===== src/rtl/axi_lite_burst_master_pkg.sv =====
// Shared definitions for the burst master: field widths, channel payload
// layouts (AR/AW/R/B bit slices) and the controller state encoding.
package axi_lite_burst_master_pkg;

    localparam int unsigned ADDR_W        = 8;
    localparam int unsigned LEN_W         = 4;
    localparam int unsigned ID_W          = 4;
    localparam int unsigned DATA_W        = 8;
    localparam int unsigned DEF_BUF_DEPTH = 16;

    localparam int unsigned AR_W = ADDR_W + LEN_W + ID_W;  // {addr, len, id}
    localparam int unsigned AW_W = ADDR_W + ID_W;          // {addr, id}
    localparam int unsigned R_W  = DATA_W + 1;             // {data, err}
    localparam int unsigned B_W  = ID_W + 1;               // {err, id}

    typedef enum logic [2:0] {
        ST_IDLE,
        ST_AR,
        ST_R,
        ST_AW,
        ST_W,
        ST_B,
        ST_DONE
    } state_t;

    typedef struct packed {
        logic [ADDR_W-1:0] addr;
        logic [LEN_W-1:0]  len;
        logic [ID_W-1:0]   id;
    } ar_payload_t;

    typedef struct packed {
        logic [ADDR_W-1:0] addr;
        logic [ID_W-1:0]   id;
    } aw_payload_t;

    typedef struct packed {
        logic [DATA_W-1:0] data;
        logic              err;
    } r_payload_t;

    typedef struct packed {
        logic            err;
        logic [ID_W-1:0] id;
    } b_payload_t;

endpackage


===== src/rtl/axi_lite_burst_master_if.sv =====
// Burst bus between master and slave: AR/R read channels, AW/W/B write
// channels. Modports: master (drives valids/payloads on request channels,
// readies on response channels) and slave (the mirror).
interface axi_lite_burst_master_if;
    import axi_lite_burst_master_pkg::*;

    logic            ARVALID;
    logic            ARREADY;
    logic [AR_W-1:0] AR_PAYLOAD;

    logic            RVALID;
    logic            RREADY;
    logic            RLAST;
    logic [R_W-1:0]  RDATA;

    logic            AWVALID;
    logic            AWREADY;
    logic [AW_W-1:0] AW_PAYLOAD;

    logic              WVALID;
    logic              WREADY;
    logic              WLAST;
    logic [DATA_W-1:0] WDATA;

    logic           BVALID;
    logic           BREADY;
    logic [B_W-1:0] BRESP;

    modport master (
        output ARVALID, AR_PAYLOAD, RREADY,
        output AWVALID, AW_PAYLOAD, WVALID, WLAST, WDATA, BREADY,
        input  ARREADY, RVALID, RLAST, RDATA,
        input  AWREADY, WREADY, BVALID, BRESP
    );

    modport slave (
        input  ARVALID, AR_PAYLOAD, RREADY,
        input  AWVALID, AW_PAYLOAD, WVALID, WLAST, WDATA, BREADY,
        output ARREADY, RVALID, RLAST, RDATA,
        output AWREADY, WREADY, BVALID, BRESP
    );
endinterface


===== src/rtl/axi_lite_burst_master_burst_buf.sv =====
// Burst staging buffer: DEPTH x WIDTH, one synchronous write port and one
// combinational read port. Contents are not reset.
// Ports: clk, we/waddr/wdata (write), raddr/rdata (read).
module axi_lite_burst_master_burst_buf #(
    parameter int unsigned DEPTH = 16,
    parameter int unsigned WIDTH = 8
) (
    input  logic                     clk,
    input  logic                     we,
    input  logic [$clog2(DEPTH)-1:0] waddr,
    input  logic [WIDTH-1:0]         wdata,
    input  logic [$clog2(DEPTH)-1:0] raddr,
    output logic [WIDTH-1:0]         rdata
);
    logic [WIDTH-1:0] mem [DEPTH];

    always_ff @(posedge clk) begin
        if (we) mem[waddr] <= wdata;
    end

    assign rdata = mem[raddr];
endmodule


===== src/rtl/axi_lite_burst_master.sv =====
// Burst bus initiator: takes one host command (read/write, base address,
// len, id), runs the AR/R or AW/W/B handshakes, stages data in local
// buffers and reports completion via done/done_err/done_id.
// Ports: clk, rst (async, active-high); cmd_* host command; wbuf_* host
// write port into the write buffer; rbuf_addr/rbuf_dout host read port of
// the read buffer (combinational); done/done_err/done_id completion; bus
// (master modport of axi_lite_burst_master_if).
// Optional: define MASTER_TIMEOUT_EN to abort a stalled burst after 1000
// cycles without any handshake (completes with done_err=1).
module axi_lite_burst_master
    import axi_lite_burst_master_pkg::*;
#(
    parameter int unsigned BUF_DEPTH = DEF_BUF_DEPTH  // must be >= 2**LEN_W
) (
    input  logic                         clk,
    input  logic                         rst,
    input  logic                         cmd_valid,
    output logic                         cmd_ready,
    input  logic                         cmd_write,
    input  logic [ADDR_W-1:0]            cmd_addr,
    input  logic [LEN_W-1:0]             cmd_len,
    input  logic [ID_W-1:0]              cmd_id,
    input  logic                         wbuf_we,
    input  logic [$clog2(BUF_DEPTH)-1:0] wbuf_addr,
    input  logic [DATA_W-1:0]            wbuf_din,
    input  logic [$clog2(BUF_DEPTH)-1:0] rbuf_addr,
    output logic [DATA_W-1:0]            rbuf_dout,
    output logic                         done,
    output logic                         done_err,
    output logic [ID_W-1:0]              done_id,
    axi_lite_burst_master_if.master      bus
);
    localparam int unsigned BUF_AW = $clog2(BUF_DEPTH);

    state_t            state_q, state_d;
    logic [ADDR_W-1:0] addr_q, addr_d;
    logic [LEN_W-1:0]  len_q, len_d;
    logic [ID_W-1:0]   id_q, id_d;
    logic [LEN_W-1:0]  beat_q, beat_d;
    logic              err_q, err_d;

    logic              rbuf_we_c;
    logic              to_c;
    logic [DATA_W-1:0] wbuf_rd_c;
    r_payload_t        rd_c;
    b_payload_t        bresp_c;

    assign rd_c    = r_payload_t'(bus.RDATA);
    assign bresp_c = b_payload_t'(bus.BRESP);

`ifdef MASTER_TIMEOUT_EN
    // Watchdog: counts busy cycles since the last handshake.
    localparam int unsigned    WD_W    = 16;
    localparam logic [WD_W-1:0] WD_LAST = WD_W'(999);

    logic [WD_W-1:0] wd_q;
    logic            busy_c, hs_c;

    always_comb begin
        busy_c = (state_q == ST_AR) || (state_q == ST_R) || (state_q == ST_AW) ||
                 (state_q == ST_W)  || (state_q == ST_B);
        hs_c   = ((state_q == ST_AR) && bus.ARREADY) ||
                 ((state_q == ST_R)  && bus.RVALID)  ||
                 ((state_q == ST_AW) && bus.AWREADY) ||
                 ((state_q == ST_W)  && bus.WREADY)  ||
                 ((state_q == ST_B)  && bus.BVALID);
    end

    always_ff @(posedge clk or posedge rst) begin
        if (rst)                  wd_q <= '0;
        else if (!busy_c || hs_c) wd_q <= '0;
        else                      wd_q <= wd_q + 1'b1;
    end

    // Fires on the cycle the count reaches its limit.
    assign to_c = busy_c && !hs_c && (wd_q == WD_LAST);
`else
    assign to_c = 1'b0;
`endif

    // State and burst context registers.
    always_ff @(posedge clk or posedge rst) begin
        if (rst) begin
            state_q <= ST_IDLE;
            addr_q  <= '0;
            len_q   <= '0;
            id_q    <= '0;
            beat_q  <= '0;
            err_q   <= 1'b0;
        end else begin
            state_q <= state_d;
            addr_q  <= addr_d;
            len_q   <= len_d;
            id_q    <= id_d;
            beat_q  <= beat_d;
            err_q   <= err_d;
        end
    end

    // Next-state and datapath updates.
    always_comb begin
        state_d   = state_q;
        addr_d    = addr_q;
        len_d     = len_q;
        id_d      = id_q;
        beat_d    = beat_q;
        err_d     = err_q;
        rbuf_we_c = 1'b0;

        unique case (state_q)
            ST_IDLE: begin
                if (cmd_valid) begin
                    addr_d  = cmd_addr;
                    len_d   = cmd_len;
                    id_d    = cmd_id;
                    beat_d  = '0;
                    err_d   = 1'b0;
                    state_d = cmd_write ? ST_AW : ST_AR;
                end
            end
            ST_AR: if (bus.ARREADY) state_d = ST_R;
            ST_R: begin
                if (bus.RVALID) begin
                    // Beats beyond len are flagged and dropped, not stored.
                    rbuf_we_c = (beat_q <= len_q);
                    err_d     = err_q | rd_c.err | (beat_q > len_q) |
                                (bus.RLAST && (beat_q != len_q));
                    if (beat_q != '1) beat_d = beat_q + 1'b1;
                    if (bus.RLAST)    state_d = ST_DONE;
                end
            end
            ST_AW: if (bus.AWREADY) state_d = ST_W;
            ST_W: begin
                if (bus.WREADY) begin
                    if (beat_q == len_q) state_d = ST_B;
                    else                 beat_d  = beat_q + 1'b1;
                end
            end
            ST_B: begin
                if (bus.BVALID) begin
                    err_d   = err_q | bresp_c.err | (bresp_c.id != id_q);
                    state_d = ST_DONE;
                end
            end
            ST_DONE: state_d = ST_IDLE;
            default: state_d = ST_IDLE;
        endcase

        if (to_c) begin
            state_d = ST_DONE;
            err_d   = 1'b1;
        end
    end

    axi_lite_burst_master_burst_buf #(.DEPTH(BUF_DEPTH), .WIDTH(DATA_W)) u_wbuf (
        .clk   (clk),
        .we    (wbuf_we),
        .waddr (wbuf_addr),
        .wdata (wbuf_din),
        .raddr (BUF_AW'(beat_q)),
        .rdata (wbuf_rd_c)
    );

    axi_lite_burst_master_burst_buf #(.DEPTH(BUF_DEPTH), .WIDTH(DATA_W)) u_rbuf (
        .clk   (clk),
        .we    (rbuf_we_c),
        .waddr (BUF_AW'(beat_q)),
        .wdata (rd_c.data),
        .raddr (rbuf_addr),
        .rdata (rbuf_dout)
    );

    // Outputs decode the state register, so async reset clears them at once.
    assign cmd_ready      = (state_q == ST_IDLE);
    assign bus.ARVALID    = (state_q == ST_AR);
    assign bus.AR_PAYLOAD = ar_payload_t'{addr: addr_q, len: len_q, id: id_q};
    assign bus.RREADY     = (state_q == ST_R);
    assign bus.AWVALID    = (state_q == ST_AW);
    assign bus.AW_PAYLOAD = aw_payload_t'{addr: addr_q, id: id_q};
    assign bus.WVALID     = (state_q == ST_W);
    assign bus.WLAST      = (state_q == ST_W) && (beat_q == len_q);
    assign bus.WDATA      = (state_q == ST_W) ? wbuf_rd_c : '0;
    assign bus.BREADY     = (state_q == ST_B);
    assign done           = (state_q == ST_DONE);
    assign done_err       = (state_q == ST_DONE) && err_q;
    assign done_id        = (state_q == ST_DONE) ? id_q : '0;
endmodule


===== src/flat_wrapper.sv =====
// flat-port wrapper written by rule: the top's interface ports become plain ports
module axi_lite_burst_master_flat import axi_lite_burst_master_pkg::*;
#(
    parameter int unsigned BUF_DEPTH = DEF_BUF_DEPTH                        
)
  (clk, rst, cmd_valid, cmd_ready, cmd_write, cmd_addr, cmd_len, cmd_id, wbuf_we, wbuf_addr, wbuf_din, rbuf_addr, rbuf_dout, done, done_err, done_id, bus_ARVALID, bus_AR_PAYLOAD, bus_RREADY, bus_AWVALID, bus_AW_PAYLOAD, bus_WVALID, bus_WLAST, bus_WDATA, bus_BREADY, bus_ARREADY, bus_RVALID, bus_RLAST, bus_RDATA, bus_AWREADY, bus_WREADY, bus_BVALID, bus_BRESP);
  axi_lite_burst_master_if bus_i ();
  input  logic clk;
  input  logic rst;
  input  logic cmd_valid;
  output logic cmd_ready;
  input  logic cmd_write;
  input  logic [ADDR_W-1:0] cmd_addr;
  input  logic [LEN_W-1:0] cmd_len;
  input  logic [ID_W-1:0] cmd_id;
  input  logic wbuf_we;
  input  logic [$clog2(BUF_DEPTH)-1:0] wbuf_addr;
  input  logic [DATA_W-1:0] wbuf_din;
  input  logic [$clog2(BUF_DEPTH)-1:0] rbuf_addr;
  output logic [DATA_W-1:0] rbuf_dout;
  output logic done;
  output logic done_err;
  output logic [ID_W-1:0] done_id;
  output wire logic [$bits(bus_i.ARVALID)-1:0] bus_ARVALID;
  output wire logic [$bits(bus_i.AR_PAYLOAD)-1:0] bus_AR_PAYLOAD;
  output wire logic [$bits(bus_i.RREADY)-1:0] bus_RREADY;
  output wire logic [$bits(bus_i.AWVALID)-1:0] bus_AWVALID;
  output wire logic [$bits(bus_i.AW_PAYLOAD)-1:0] bus_AW_PAYLOAD;
  output wire logic [$bits(bus_i.WVALID)-1:0] bus_WVALID;
  output wire logic [$bits(bus_i.WLAST)-1:0] bus_WLAST;
  output wire logic [$bits(bus_i.WDATA)-1:0] bus_WDATA;
  output wire logic [$bits(bus_i.BREADY)-1:0] bus_BREADY;
  input wire logic [$bits(bus_i.ARREADY)-1:0] bus_ARREADY;
  input wire logic [$bits(bus_i.RVALID)-1:0] bus_RVALID;
  input wire logic [$bits(bus_i.RLAST)-1:0] bus_RLAST;
  input wire logic [$bits(bus_i.RDATA)-1:0] bus_RDATA;
  input wire logic [$bits(bus_i.AWREADY)-1:0] bus_AWREADY;
  input wire logic [$bits(bus_i.WREADY)-1:0] bus_WREADY;
  input wire logic [$bits(bus_i.BVALID)-1:0] bus_BVALID;
  input wire logic [$bits(bus_i.BRESP)-1:0] bus_BRESP;
  assign bus_ARVALID = bus_i.ARVALID;
  assign bus_AR_PAYLOAD = bus_i.AR_PAYLOAD;
  assign bus_RREADY = bus_i.RREADY;
  assign bus_AWVALID = bus_i.AWVALID;
  assign bus_AW_PAYLOAD = bus_i.AW_PAYLOAD;
  assign bus_WVALID = bus_i.WVALID;
  assign bus_WLAST = bus_i.WLAST;
  assign bus_WDATA = bus_i.WDATA;
  assign bus_BREADY = bus_i.BREADY;
  assign bus_i.ARREADY = bus_ARREADY;
  assign bus_i.RVALID = bus_RVALID;
  assign bus_i.RLAST = bus_RLAST;
  assign bus_i.RDATA = bus_RDATA;
  assign bus_i.AWREADY = bus_AWREADY;
  assign bus_i.WREADY = bus_WREADY;
  assign bus_i.BVALID = bus_BVALID;
  assign bus_i.BRESP = bus_BRESP;
  axi_lite_burst_master #(.BUF_DEPTH(BUF_DEPTH)) u_core (.clk(clk), .rst(rst), .cmd_valid(cmd_valid), .cmd_ready(cmd_ready), .cmd_write(cmd_write), .cmd_addr(cmd_addr), .cmd_len(cmd_len), .cmd_id(cmd_id), .wbuf_we(wbuf_we), .wbuf_addr(wbuf_addr), .wbuf_din(wbuf_din), .rbuf_addr(rbuf_addr), .rbuf_dout(rbuf_dout), .done(done), .done_err(done_err), .done_id(done_id), .bus(bus_i));
endmodule

===== config.mk =====
export PLATFORM = sky130hd
export DESIGN_NAME = axi_lite_burst_master_flat
export DESIGN_NICKNAME = d
export VERILOG_FILES = /design/src/rtl/axi_lite_burst_master_pkg.sv /design/src/rtl/axi_lite_burst_master_if.sv /design/src/rtl/axi_lite_burst_master_burst_buf.sv /design/src/rtl/axi_lite_burst_master.sv /design/src/flat_wrapper.sv
export SDC_FILE = /design/constraint.sdc
export NUM_CORES = 1
export LEC_CHECK = 0
export BUFFER_PORTS_ARGS = -buffer_cell sky130_fd_sc_hd__buf_2
export CAP_MARGIN = 25
export CORE_MARGIN = 2
export CORE_UTILIZATION = 50
export DETAILED_ROUTE_END_ITERATION = 10
export GPL_ROUTABILITY_DRIVEN = 0
export PLACE_DENSITY = 0.73
export SLEW_MARGIN = 15
export SYNTH_ARGS = -nofsm -noshare
export SYNTH_HDL_FRONTEND = slang
export SYNTH_HIERARCHICAL = 1
export SYNTH_SLANG_ARGS = --single-unit

===== constraint.sdc =====
create_clock -name clk -period 3 [get_ports clk]
set_input_delay 0.6 -clock clk [delete_from_list [all_inputs] [get_ports clk]]
set_output_delay 0.6 -clock clk [all_outputs]
set_load 0.02 [all_outputs]

After elaboration in Yosys (flattened, before gate mapping):

Memories as Yosys holds them, arrays and structs flattened.
Cells that the tools add are included.

* add/sub/neg operators: 1
* magnitude comparators: 2
* equal/unequal tests: 20
* muxes and demuxes: 28
* bitwise operators: 5
* reduce and logical (&&, ||, !) cells: 10

Operator list (count)
* $mux W3: 8
* $mux W4: 6
* $pmux W3 S6: 1
* $ne A2 B1 Y1 const B: 8
* $pmux W4 S3: 1
* $eq A3 B3 Y1 const B: 3
* $mux W1: 9
* $mux W8: 1
* $ne A4 B4 Y1: 2
* $reduce_and A8 Y1: 1
* $eq A3 B2 Y1 const B: 2
* $reduce_and A6 Y1: 1
* $reduce_bool A3 Y1: 2
* $or A1 B1 Y1: 5
* $add A4 B1 Y4 const B: 1
* $eq A4 B4 Y1: 1
* $gt A4 B4 Y1: 1
* $le A4 B4 Y1: 1
* $ne A2 B2 Y1 const B: 2
* $ne A4 B4 Y1 const B: 1
* $reduce_and A4 Y1: 1
* $eq A3 B1 Y1 const B: 1
* $logic_and A1 B1 Y1: 3
* $logic_not A3 Y1: 1
* 3 further kinds: 3

* bits in registers: 24
* bits in writable memories: 256
* bits of input ports: 57
* output and inout bits: 57
* word-level logic and storage cells: 74
* memories: 2

Memory list
* u_core.u_rbuf.mem: depth 16, width 8, rd ports 1, clocked after Yosys merged registers in 0, write ports 1, line axi_lite_burst_master_burst_buf.sv:15 `logic [WIDTH-1:0] mem [DEPTH];`
* u_core.u_wbuf.mem: depth 16, width 8, rd ports 1, clocked after Yosys merged registers in 0, write ports 1, line axi_lite_burst_master_burst_buf.sv:15

Longest topological paths before layout:

Gate-level depths: netlist (run 1).

* word-level depth: 5
* gate-level depth with buffers: 8
* gate-level depth less buffers: 8

Cells and area by module:

The synthesis (run 1) kept the hierarchy.

By module, submodules not included
* axi_lite_burst_master_burst_buf: instances 2, cells each 221, area each 4987.3 um2, seq. area each 3843.7 um2
* axi_lite_burst_master: instances 1, cells each 157, area each 1544.0 um2, seq. area each 600.6 um2

Worst setup path after synthesis (run 1):

No wires, ideal clock.

* path kind: reg-to-reg
* start point: register u_core.len_q[2]
* end point: memory u_core.u_rbuf.mem[0][0] (enable)
* setup time: 0.383 ns
* data arrival time: 2.437 ns
* data required time: 2.617 ns
* path slack: 0.179 ns
* cell stages (with the launch flop): 9
* path buffers: 0
* clock period less this slack: 2.821 ns
* cell sequence: dfrtp_1 inv_1 ha_1 o21ai_0 a21oi_1 o21ai_0 and3_1 or3b_2 nor3_1

* cells in the longest elaborated chain, start to end: 5

RTL lines
* start: declaration: line axi_lite_burst_master.sv:37 `logic [LEN_W-1:0] len_q, len_d;`
* start signal: assignment: line axi_lite_burst_master.sv:93 `len_q <= len_d;`
* $le A4 B4 Y1: line axi_lite_burst_master.sv:125 `rbuf_we_c = (beat_q <= len_q);`
* $mux W1: line axi_lite_burst_master.sv:123 `if (bus.RVALID) begin`
* $mux W1: line axi_lite_burst_master.sv:110 `unique case (state_q)`
* net u_core.rbuf_we_c: line axi_lite_burst_master.sv:42 `logic rbuf_we_c;`
* $mux W1: line axi_lite_burst_master_burst_buf.sv:18 `if (we) mem[waddr] <= wdata;`
* $mux W1 (not written as such): line axi_lite_burst_master_burst_buf.sv:18
* end: declaration: line axi_lite_burst_master_burst_buf.sv:15

The timed path passes the listed nets, and every way through them passes these cells.

Worst setup path after layout (run 1):

* start point: register u_core.beat_q[0]
* end point: output bus_WDATA[0]

* cells in the longest elaborated chain, start to end: 2

RTL lines
* start: declaration: line axi_lite_burst_master.sv:39 `logic [LEN_W-1:0] beat_q, beat_d;`
* start signal: assignment: line axi_lite_burst_master.sv:95 `beat_q <= beat_d;`
* $mem_v2 Z16 W8
* net u_core.wbuf_rd_c[0]: line axi_lite_burst_master.sv:44 `logic [DATA_W-1:0] wbuf_rd_c;`
* $mux W8: line axi_lite_burst_master.sv:182 `assign bus.WDATA = (state_q == ST_W) ? wbuf_rd_c : '0;`
* end: declaration: line flat_wrapper.sv:31 `output wire logic [$bits(bus_i.WDATA)-1:0] bus_WDATA;`

The timed path passes the listed nets, and every way through them passes these cells.

==> impl_metrics.tcl, run 1 <==
set metrics [dict create \
    p_per_area_nw_per_um2 800 \
    setup_viol 2 \
    synth_top_flop_cell "edfxtp_1" \
    num_vias 6229 \
    gr-total-overflow 0 \
    via_per_inst 5.89 \
    vdd_drop_max_v 0.000599 \
    numCtsBuffers 28 \
    die_w_um 156 \
    rrSetupSlack_ns 0.23 \
    insertion_delay_ns 0.53 \
    use_met3_pct 3.53 \
    maxCapViolCount 0 \
    tightestPinTransition_ns 0.951 \
    synth_edf_count 256 \
    finalInstanceArea_um2 13600 \
    synth_cell_types 47 \
    clkTransAtPathRegs_ns 0.06 \
    multi_input_area_um2 2940 \
    synth_top_area_share_pct 66.7 \
    ant_nets 0 \
    rr_worst_depth 10 \
    grt_pass1_vias 6416 \
    syn_nets 661 \
    io_pins 114 \
    grt_first_pass_wirelength_um 37100 \
    hold_path.class "in2async" \
    syn2layout_area_growth_pct 18.5 \
    post-place-cells 999 \
    yosysSeqAreaShare_pct 72.0 \
    yosys_warnings 6 \
    antenna_found_initial 1 \
    die_y_um 156 \
    grt_busiest_layer "met2" \
    max_slew_margin_pct 36.3 \
    grt_usage_pct 20.4 \
    yosysTopAreaCell "edfxtp_1" \
    layout.cells.non_filler 1057 \
    placed_area_um2 12500 \
    cts_root_buffer "clkbuf_16" \
    hold_violations 0 \
    drive_gt1_share_pct 34.9 \
    power_leakage_nw 4.89 \
    rsz0062_at_grt "yes" \
    cts_tree "built" \
    regArea_um2 8290 \
    dp_hpwl_um 15700 \
    dr.pass1.iters 5 \
    nFillCells 1604 \
    setup_slack_ns -0.0139 \
    synthTopCellsByArea "edfxtp_1, mux4_2, mux4_1" \
    violations "setup timing" \
    syn-cell-area_um2 11500 \
    grt_max_degree 43 \
    rr_endpoint "u_core/u_rbuf/mem[0][4]" \
    cts_buffer_depth 3 \
    post-route-period-util_pct 100 \
    std_cell_rows 55 \
    die_area_um2 24300 \
    async_flop_share_pct 8.57 \
    cp-start-kind "flip-flop" \
    fmax_mhz 332 \
    critPathRequiredTime_ns 2.40 \
    core_um2 22600 \
    cp_max_fo 6 \
    h-tree-depth 1 \
    drtIter0Drc 503 \
    fin_skew_ns 0.00911 \
    yosysMostFrequentCell "edfxtp_1" \
    cp-end-kind "primary output" \
    arrival_ns 2.41 \
    critical_path_class "reg2out" \
    portBuffers 113 \
    drc 0 \
    wl_per_cell_um 23.4 \
    synthTopCellsByCount "edfxtp_1, mux4_2, a22oi_1" \
    synth_seq_cells 280 \
    routed_wl_um 24700 \
    nets 814 \
    maxSlewViolCount 0 \
    start_util_pct 50.9 \
    synth_area_per_cell_um2 19.2 \
    status "finished with violations" \
    syn_inst 599 \
    met2_usage_pct 35.9 \
    finalCriticalPeriod_ns 3.01 \
    crit-reg2reg-launch "u_core/beat_q[0]" \
    clock-sinks 280 \
    use_met1_pct 26.6 \
]
logic make-up (layout without fill, tap and decap cells):
| logic type | after synthesis | in the layout | share of synthesized area (%) |
|---|---|---|---|
| compound gates | 56 | 56 | 3.63 |
| xor+xnor | 3 | 3 | 0.228 |
| fa+ha+maj | 5 | 5 | 0.543 |
| buf+inv | 47 | 219 | 2.84 |
| flops | 280 | 280 | 72.0 |
| mux | 79 | 79 | 14.9 |
| other cells | 0 | 1 | 0 |
| simple gates | 129 | 129 | 5.94 |
registers in the layout (all words and copies together), names as in the netlist:
register and cells:
u_core/u_rbuf/mem 128, u_core/len_q 4, u_core/state_q 3, u_core/err_q 1
u_core/u_wbuf/mem 128, u_core/addr_q 8, u_core/beat_q 4, u_core/id_q 4
metal layers:
layer / up-vias / routed length (µm)
li1: 2747 / -
met1: 3208 / 9910
met2: 228 / 12900
met3: 46 / 1390
met4: 0 / 558
met5: - / 0
worst max path at each step:
stage / slack [ns] / to / cells past startpoint / start
2_1_floorplan: 0.18 / u_core/u_rbuf/mem[0][0] / 8 / u_core/len_q[2]
3_3_place_gp: 0.36 / rbuf_dout[2] / 6 / rbuf_addr[0]
3_5_place_dp: 0.32 / bus_WDATA[4] / 6 / u_core/beat_q[0]
4_1_cts: -0.01 / bus_WDATA[4] / 6 / u_core/beat_q[0]
5_1_grt: -0.05 / bus_WDATA[2] / 7 / u_core/beat_q[0]
6_report: -0.01 / bus_WDATA[0] / 7 / u_core/beat_q[0]
layout by cell type (no fill, tap or decap), types with 10 or more instances in the layout:
cell type / synthesis / routed
clkbuf_16: 0 / 31
edfxtp_1: 256 / 256
a22oi_1: 32 / 26
nand2b_1: 10 / 10
nor2_1: 31 / 30
dfrtp_1: 24 / 23
mux2_2: 13 / 13
buf_4: 15 / 38
mux4_1: 28 / 28
buf_2: 9 / 112
nor3_1: 10 / 10
mux4_2: 36 / 36
and2_1: 14 / 14
nand2_1: 26 / 25
through the flow:
| step | setup WS (ns) | hold slack [ns] | power [mW] | TNS [ns] | util [%] |
|---|---|---|---|---|---|
| floorplan | 0.179 | 0.586 | 6.53 | 0 | - |
| global placement | 0.356 | 0.506 | 7.14 | 0 | 55.2 |
| detailed placement | 0.322 | 0.517 | 7.23 | 0 | 55.2 |
| CTS | -0.0138 | 0.276 | 10.8 | -0.0221 | 59.7 |
| global route | -0.0538 | 0.0193 | 11.3 | -0.210 | 60.3 |
| finish | -0.0139 | 0.0220 | 10.9 | -0.0157 | 60.3 |
power by group:
part           switching, mW  total, mW  internal [mW]  leakage [nW]
Sequential             0.145       4.64           4.50          2.60
Clock                   1.38       3.56           2.17         0.461
Combinational           1.53       2.72           1.18          1.83
Total                   3.06       10.9           7.86          4.89
area by class of cell:
| class | instances | area share [%] |
|---|---|---|
| inverters | 8 | 0.220 |
| well taps | 285 | 2.61 |
| clock buffers | 32 | 5.40 |
| multi-input cells | 272 | 21.5 |
| repair buffers | 162 | 7.96 |
| flip-flops and latches | 280 | 60.7 |
| clock inverters | 17 | 1.53 |
| diodes | 1 | 0.0183 |
worst max-delay path, stage by stage (launching register included):
cell and delay, ns:
dfrtp_2 0.37, buf_12 0.14, clkbuf_16 0.15, mux4_2 0.48, a22oi_1 0.30, nand2_1 0.13, and2_1 0.15, buf_2 0.15
repair_timing:
| item | CTS | global route |
|---|---|---|
| gates resized for setup | 7 | 7 |
| hold buffers | 0 | 0 |
| gates cloned | 0 | 2 |
| setup endpoints to repair | 8 | 8 |
| setup buffers | 4 | 2 |
| pin swaps | 2 | 7 |
Power figures use the tool's default switching activity.
==> run 2, diff against run 1 <==
Settings changed: CTS_CLUSTER_DIAMETER from default to 200.
Clock period 3 ns to 3.6 ns, I/O delays scaled along.
==> run 2 against run 1 <==
The run now ends clean; clock-buffer cell count rose by 6; worst hold slack improved by 0.19 ns; power fell by 19%; combinational power fell by 28%; wire length decreased by 4.0%; cell area fell by 2.3%; core utilization decreased by 1.4 points; clock power down 18%; via count shrank 1.7%; global-route usage decreased by 0.40 points; setup slack better by 0.36 ns; highest routed layer unchanged.
==> impl_metrics.tcl, run 2 (synthesized netlist as in run 1, its figures left out) <==
set metrics [dict create \
    cp-start-kind "flip-flop" \
    grt_pass1_vias 6294 \
    die_y_um 156 \
    rr_endpoint "u_core/u_rbuf/mem[13][7]" \
    ant_nets 0 \
    num_vias 6120 \
    top_regs "u_core/u_rbuf/mem x128, u_core/u_wbuf/mem x128, u_core/addr_q x8" \
    cts_setup_buffers 0 \
    cts_resized 0 \
    finalCriticalPeriod_ns 3.25 \
    crit-reg2reg-launch "u_core/beat_q[2]" \
    cts_root_buffer "clkbuf_16" \
    fin_tns_setup_ns 0 \
    cp-end-kind "primary output" \
    power_leakage_nw 4.74 \
    std_cell_rows 55 \
    dp_hpwl_um 15300 \
    fmax_mhz 308 \
    nFillCells 1652 \
    critPathRequiredTime_ns 2.88 \
    use_met1_pct 26.3 \
    core_um2 22600 \
    cts_buffer_depth 3 \
    hold_violations 0 \
    arrival_ns 2.53 \
    regArea_um2 8290 \
    wl_per_cell_um 22.8 \
    grt_usage_pct 20.0 \
    hold_buffers 0 \
    rrSetupSlack_ns 0.73 \
    p_per_area_nw_per_um2 660 \
    use_met3_pct 3.83 \
    start_util_pct 50.9 \
    grt_busiest_layer "met2" \
    insertion_delay_ns 0.54 \
    cp_max_fo 40 \
    clock-sinks 280 \
    max_slew_margin_pct 36.7 \
    nets 796 \
    drtIter0Drc 521 \
    portBuffers 113 \
    cts_tree "built" \
    numCtsBuffers 30 \
    die_area_um2 24300 \
    setup_viol 0 \
    dr.pass1.iters 6 \
    die_w_um 156 \
    tightestPinTransition_ns 0.946 \
    drc 0 \
    syn2layout_area_growth_pct 15.8 \
    fin_skew_ns 0.0166 \
    grt_first_pass_wirelength_um 36600 \
    vdd_drop_max_v 0.000384 \
    critical_path_class "reg2out" \
    placed_area_um2 12400 \
    layout_common_cells "edfxtp_1, buf_2, mux4_2, a22oi_1" \
    status "completed" \
    routed_wl_um 23700 \
    hold_path.class "in2async" \
    maxSlewViolCount 0 \
    drive_gt1_share_pct 32.2 \
    via_per_inst 5.87 \
    finish.utilization_pct 58.9 \
    multi_input_area_um2 2900 \
    rr_worst_depth 7 \
    met2_usage_pct 35.1 \
    h-tree-depth 1 \
    rsz0062_at_grt "no" \
    clkTransAtPathRegs_ns 0.06 \
    maxCapViolCount 0 \
    io_pins 114 \
    gr-total-overflow 0 \
    final_common_cell "edfxtp_1" \
    finalInstanceArea_um2 13300 \
    grt_max_degree 43 \
    antenna_found_initial 1 \
    post-route-period-util_pct 90.2 \
]
[run 2: how the worst max path moves through the flow]
stage                          start                       to  slack [ns]  cells after the start
floorplan            u_core/len_q[2]  u_core/u_rbuf/mem[0][0]        0.78                      8
finish              u_core/beat_q[0]             bus_WDATA[4]        0.35                      6
CTS                 u_core/beat_q[0]             bus_WDATA[4]        0.27                      6
global placement        rbuf_addr[0]             rbuf_dout[5]        0.66                      6
global route        u_core/beat_q[0]             bus_WDATA[5]        0.23                      6
detailed placement      rbuf_addr[0]             rbuf_dout[0]        0.59                      6
[run 2: final cells by class]
| cell class | instances | area share, % |
|---|---|---|
| clock inverter | 17 | 1.09 |
| sequential | 280 | 62.2 |
| clock buffer | 38 | 6.02 |
| inverter | 8 | 0.225 |
| antenna | 1 | 0.0188 |
| tap | 285 | 2.67 |
| multi-input combinational | 272 | 21.8 |
| timing repair buffer | 142 | 6.02 |
[run 2: layer usage]
metal  part of all wire (%)  vias up
li1                       -     2715
met1                     40     3155
met5                      0        -
met3                    6.2       36
met2                     52      214
met4                    1.6        0
[run 2: where the power goes]
| part | internal (mW) | switching, mW |
|---|---|---|
| Combinational | 0.829 | 1.15 |
| Clock | 1.72 | 1.20 |
| Sequential | 3.75 | 0.163 |
[run 2: per-stage QoR]
step | setup slack (ns) | hold slack, ns | total power [mW] | instances
after floorplan | 0.779 | 0.586 | 5.44 | 599
after global placement | 0.658 | 0.507 | 5.89 | 986
after detailed placement | 0.595 | 0.515 | 5.96 | 986
after global routing | 0.225 | 0.264 | 9.20 | 1042
final | 0.351 | 0.207 | 8.80 | 1043
after CTS | 0.273 | 0.386 | 8.89 | 1041
[run 2: worst max-delay path: stages (launching register included)]
cell and delay (ns):
dfrtp_2 0.40, buf_12 0.28, mux4_1 0.60, a22oi_1 0.27
nand2_1 0.12, and2_1 0.16, buf_2 0.15
